### src/rtl/bp_pkg.sv
// bp_pkg: shared entry record, counter constants and PC field extraction for the branch predictor
package bp_pkg;
  localparam int DBITS = 32;
  localparam int TAGBITS = 8;
  localparam int CTRBITS = 2;
  localparam logic [CTRBITS-1:0] CTR_WEAK_NT = CTRBITS'((1 << (CTRBITS - 1)) - 1);
  localparam logic [CTRBITS-1:0] CTR_MAX = '1;
  typedef struct packed {
    logic valid;
    logic jmp;
    logic [TAGBITS-1:0] tag;
    logic [DBITS-1:0] target;
  } entry_t;
  function automatic logic [DBITS-1:0] pc_field(input logic [DBITS-1:0] pc, input int lsb, input int bits);
    return (pc >> lsb) & ((DBITS'(1) << bits) - DBITS'(1));
  endfunction
endpackage

### src/rtl/sat_counter_table.sv
// sat_counter_table: direction counters with saturating train port and async read port
module sat_counter_table
  import bp_pkg::*;
#(
  parameter int IDXBITS = 6
) (
  input  logic               clk,
  input  logic               reset,
  input  logic [IDXBITS-1:0] rd_idx,
  output logic [CTRBITS-1:0] rd_ctr,
  input  logic               wr_en,
  input  logic [IDXBITS-1:0] wr_idx,
  input  logic               wr_inc
);
  localparam int N = 1 << IDXBITS;
  logic [CTRBITS-1:0] ctr [N];
  logic [CTRBITS-1:0] cur;
  assign rd_ctr = ctr[rd_idx];
  assign cur = ctr[wr_idx];
  // reset to weakly-not-taken; train toward the outcome, clamping at both ends
  always_ff @(posedge clk)
    if (reset)
      for (int i = 0; i < N; i++) ctr[i] <= CTR_WEAK_NT;
    else if (wr_en)
      ctr[wr_idx] <= wr_inc ? (cur == CTR_MAX ? cur : cur + 1'b1) : (cur == '0 ? cur : cur - 1'b1);
endmodule

### src/rtl/branch_predictor.sv
// branch_predictor: BTB plus bimodal/gshare direction table giving the FE next-PC
module branch_predictor
  import bp_pkg::*;
#(
  parameter int IDXBITS  = 6,
  parameter int GHRBITS  = 0,
  parameter int INSTSIZE = 4
) (
  input  logic             clk,
  input  logic             reset,
  input  logic [DBITS-1:0] lkp_pc,
  output logic             pred_taken,
  output logic [DBITS-1:0] pred_target,
  input  logic             upd_valid,
  input  logic [DBITS-1:0] upd_pc,
  input  logic             upd_is_jmp,
  input  logic             upd_taken,
  input  logic [DBITS-1:0] upd_target,
  input  logic             upd_mispred,
  output logic [15:0]      stat_mispred
);
  localparam int ENTRIES = 1 << IDXBITS;
  localparam int GHRW = GHRBITS > 0 ? GHRBITS : 1;
  entry_t btb [ENTRIES];
  entry_t lkp_e;
  logic [GHRW-1:0] ghr;
  logic [IDXBITS-1:0] lkp_idx, upd_idx, lkp_cidx, upd_cidx, ghr_mix;
  logic [TAGBITS-1:0] lkp_tag, upd_tag;
  logic [CTRBITS-1:0] lkp_ctr;
  assign lkp_idx  = IDXBITS'(pc_field(lkp_pc, 2, IDXBITS));
  assign upd_idx  = IDXBITS'(pc_field(upd_pc, 2, IDXBITS));
  assign lkp_tag  = TAGBITS'(pc_field(lkp_pc, IDXBITS + 2, TAGBITS));
  assign upd_tag  = TAGBITS'(pc_field(upd_pc, IDXBITS + 2, TAGBITS));
  assign ghr_mix  = GHRBITS > 0 ? IDXBITS'(ghr) : '0;
  assign lkp_cidx = lkp_idx ^ ghr_mix;
  assign upd_cidx = upd_idx ^ ghr_mix;
  assign lkp_e    = btb[lkp_idx];
  sat_counter_table #(.IDXBITS(IDXBITS)) u_ctr (
    .clk    (clk),
    .reset  (reset),
    .rd_idx (lkp_cidx),
    .rd_ctr (lkp_ctr),
    .wr_en  (upd_valid && !upd_is_jmp),
    .wr_idx (upd_cidx),
    .wr_inc (upd_taken)
  );
  // lookup is pure combinational read of pre-update state; JAL entries ignore the counter
  always_comb begin
    pred_taken  = lkp_e.valid && lkp_e.tag == lkp_tag && (lkp_e.jmp || lkp_ctr[CTRBITS-1]);
    pred_target = pred_taken ? lkp_e.target : lkp_pc + DBITS'(INSTSIZE);
  end
  // taken outcomes allocate or overwrite the BTB slot; not-taken leaves it alone
  always_ff @(posedge clk)
    if (reset)
      for (int i = 0; i < ENTRIES; i++) begin
        btb[i].valid <= 1'b0;
        btb[i].jmp   <= 1'b0;
      end
    else if (upd_valid && upd_taken)
      btb[upd_idx] <= '{valid: 1'b1, jmp: upd_is_jmp, tag: upd_tag, target: upd_target};
  // history shifts on conditional branches only; mispredict count saturates
  always_ff @(posedge clk)
    if (reset) begin
      ghr <= '0;
      stat_mispred <= '0;
    end else if (upd_valid) begin
      if (GHRBITS > 0 && !upd_is_jmp) ghr <= GHRW'({ghr, upd_taken});
      if (upd_mispred && stat_mispred != 16'hFFFF) stat_mispred <= stat_mispred + 1'b1;
    end
endmodule

### config.mk
export PLATFORM = sky130hd
export DESIGN_NAME = branch_predictor
export DESIGN_NICKNAME = d
export VERILOG_FILES = /design/src/rtl/bp_pkg.sv /design/src/rtl/sat_counter_table.sv /design/src/rtl/branch_predictor.sv
export SDC_FILE = /design/constraint.sdc
export NUM_CORES = 2
export LEC_CHECK = 0
export BUFFER_PORTS_ARGS = -buffer_cell sky130_fd_sc_hd__buf_4
export CORE_ASPECT_RATIO = 0.9
export CORE_MARGIN = 2
export CORE_UTILIZATION = 38
export DETAILED_ROUTE_END_ITERATION = 6
export SLEW_MARGIN = 20
export SYNTH_ARGS = -nofsm -noshare
export SYNTH_HDL_FRONTEND = slang
export SYNTH_HIERARCHICAL = 1
export SYNTH_SLANG_ARGS = --single-unit
### constraint.sdc
create_clock -name clk -period 4.9 [get_ports clk]
set_input_delay 0.49 -clock clk [delete_from_list [all_inputs] [get_ports clk]]
set_output_delay 0.49 -clock clk [all_outputs]
set_load 0.005 [all_outputs]
==> results.py <==
metrics = {
    "pwr": {
        "pwr_density_cell_mw_per_mm2": 394,
        "power_mw": 51.0,
        "peakVddDrop_mv": 0.255,
        "leakage_nw": 41.1,
    },
    "timing": {
        "finalHoldViolations": 0,
        "slew_viol_final": 0,
        "period_needed_ns": 4.81,
        "worst_slew_pin_slew_ns": 1.10,
        "worst_slack_ns": 0.0919,
        "fin_crit_sh_pct": 98.1,
        "fmax_mhz": 208,
        "setup_viol": 0,
        "skew_ns": 0.0232,
        "max-slew-margin-rel_pct": 26.6,
    },
    "detailed_routing": {
        "routedWlPerCell_um": 33.8,
        "viasPerCell": 5.96,
        "ant_nets": 0,
        "wl_um": 328000,
        "dr_total_vias": 57944,
        "firstDrtPassIters": 7,
        "drtIter0Drc": 7631,
        "drc_errors": 6,
    },
    "clock_tree": {
        "clock_latency_ns": 0.85,
        "cts_tree": "done",
        "htreeDepth": 5,
        "clock-sinks": 2832,
        "ctsLongestPathBuffers": 4,
        "clkSlewWorstSetupHoldPaths_ns": 0.06,
        "numCtsBuffers": 298,
        "root_buffer": "clkbuf_16",
    },
    "synthesis": {
        "netlist_instances": 5198,
        "synth_fp_nets": 5302,
        "syn_avg_cell_area_sq_um": 21.6,
        "syn_area_sq_mm": 0.112,
        "yosysWarnings": 6,
    },
    "global_route": {
        "grt_use_total_pct": 21.6,
        "antenna_found_initial": 18,
        "grt-ovfl-total": 0,
        "grt_pass1_wl_um": 455000,
        "grt_pass1_vias": 57319,
        "grt_max_degree": 86,
    },
    "floorplanning": {
        "core_region_area_sq_mm": 0.294,
        "die_x_um": 577,
        "die_area_sq_mm": 0.300,
        "start_util_pct": 38.2,
        "io_pins": 151,
        "placementRows": 189,
        "die_h_um": 520,
    },
    "final_layout": {
        "fin_nets": 5688,
        "fillers": 24761,
        "fin_area_sq_mm": 0.129,
        "fin_cells": 9724,
        "area_growth_pct": 15.1,
        "fin_util_pct": 44.0,
        "drive_gt1_share_pct": 30.7,
    },
    "critical_path": {
        "end_kind": "primary output",
        "r2r_start": "u_ctr/ctr[63][1]",
        "worstPathRequired_ns": 4.41,
        "critical_path_arrival_ns": 4.32,
        "timing.critical_path.to": "pred_target[16]",
        "worstPathMaxFanout": 3,
        "ff2ff_path_depth": 8,
        "critPathLaunch": "u_ctr/ctr[31][1]",
        "r2r_slack_ns": 1.74,
        "worst_setup_path_start_kind": "flop",
        "reg2reg_to": "u_ctr/ctr[1][0]",
        "path_class": "reg -> out",
    },
    "placement": {
        "dp_hpwl_um": 185000,
        "numPlacedInstances": 9191,
        "numPortBuffers": 132,
        "dp_slack_ns": 0.0452,
        "placedInstanceArea_sq_mm": 0.120,
        "finalWeightedCongestion": 0.821,
    },
    "worst_hold_path": {
        "hp-class": "in -> reg",
    },
    "status": {
        "status": "complete, but fails checks",
        "violations": "DRC",
    },
    "flow_run": {
        "cap_violations": 0,
    },
}
==> worst min-delay path by stage <==
stage / startpoint / to / slack [ns] / cells past startpoint
floorplan: btb[63][41] / btb[63][41] / 0.42 / 1
global placement: btb[63][41] / btb[63][41] / 0.43 / 1
detailed placement: btb[58][41] / btb[58][41] / 0.44 / 1
CTS: upd_target[9] / btb[36][9] / 0.1 / 1
global route: upd_pc[9] / btb[37][33] / 0.14 / 1
finish: upd_pc[9] / btb[37][33] / 0.14 / 1
==> routing by layer <==
| layer | vias to the layer above | wire (um) | share of wire (%) | track usage [%] |
|---|---|---|---|---|
| li1 | 22702 | - | - | - |
| met1 | 31619 | 135000 | 41 | 31.1 |
| met2 | 3067 | 153000 | 47 | 33.6 |
| met3 | 546 | 28900 | 8.8 | 3.84 |
| met4 | 10 | 11300 | 3.4 | 7.00 |
| met5 | - | 70 | 0.021 | 0 |
==> layout by cell type, fill, tap and decap left out, types with 28 or more instances in the layout <==
cell type  instances
nor3_1            45
nand3_1           76
a21o_1            64
clkbuf_1          62
clkinv_1          63
clkinv_2          45
and2_1            42
mux4_2           803
buf_12            64
buf_4            351
nor2_1            96
nand2_1          115
dfxtp_1           80
edfxtp_1        2752
nor2_4            64
o21ai_0          112
clkbuf_16        307
and3_1            53
mux2_4            28
mux2i_1          132
a22oi_1           42
==> registers in the layout, indices dropped and copies added (netlist names) <==
name,flops
u_ctr/ctr,128
stat_mispred,16
btb,2688
==> stage by stage <==
step / TNS (ns) / hold WS (ns)
2_1_floorplan: 0 / 0.421
3_3_place_gp: 0 / 0.430
3_5_place_dp: 0 / 0.437
4_1_cts: 0 / 0.0969
5_1_grt: -0.00175 / 0.141
6_report: 0 / 0.144
==> power by group <==
part / internal, mW / total [mW] / switching (mW)
combinational: 1.08 / 2.68 / 1.60
sequential: 26.6 / 26.7 / 0.0345
clock: 12.4 / 21.7 / 9.29
total: 40.1 / 51.0 / 10.9
==> repair_timing <==
item / 4_1_cts / 5_1_grt
gates cloned: 0 / 3
gates resized for setup: 4 / 20
endpoints found under the hold margin: 9 / 0
pin swaps: 1 / 6
hold buffers: 1 / 0
setup buffers: 0 / 4
setup endpoints to repair: 32 / 32
==> worst max-delay path, cell delays in order (launching register included) <==
cell and delay [ns]:
edfxtp_1 0.41, mux4_2 0.47, mux4_2 0.58, a211oi_4 0.31
a21oi_4 0.09, nor4_4 0.35, a2111oi_4 0.14, o221ai_2 0.14
nor4_4 0.11, buf_6 0.17, buf_4 0.19, mux2_4 0.33
buf_4 0.14
==> area by class of cell <==
cell class | instances | area [sq um] | share of cell area (%)
flip-flops and latches | 2832 | 84200 | 65.1
multi-input cells | 2009 | 26900 | 20.8
clock buffers | 371 | 7920 | 6.12
well taps | 3915 | 4900 | 3.79
repair buffers | 427 | 4120 | 3.18
clock inverters | 146 | 1270 | 0.980
inverters | 16 | 72.6 | 0.0561
diodes | 8 | 20.0 | 0.0155
Power figures use the tool's default switching activity.
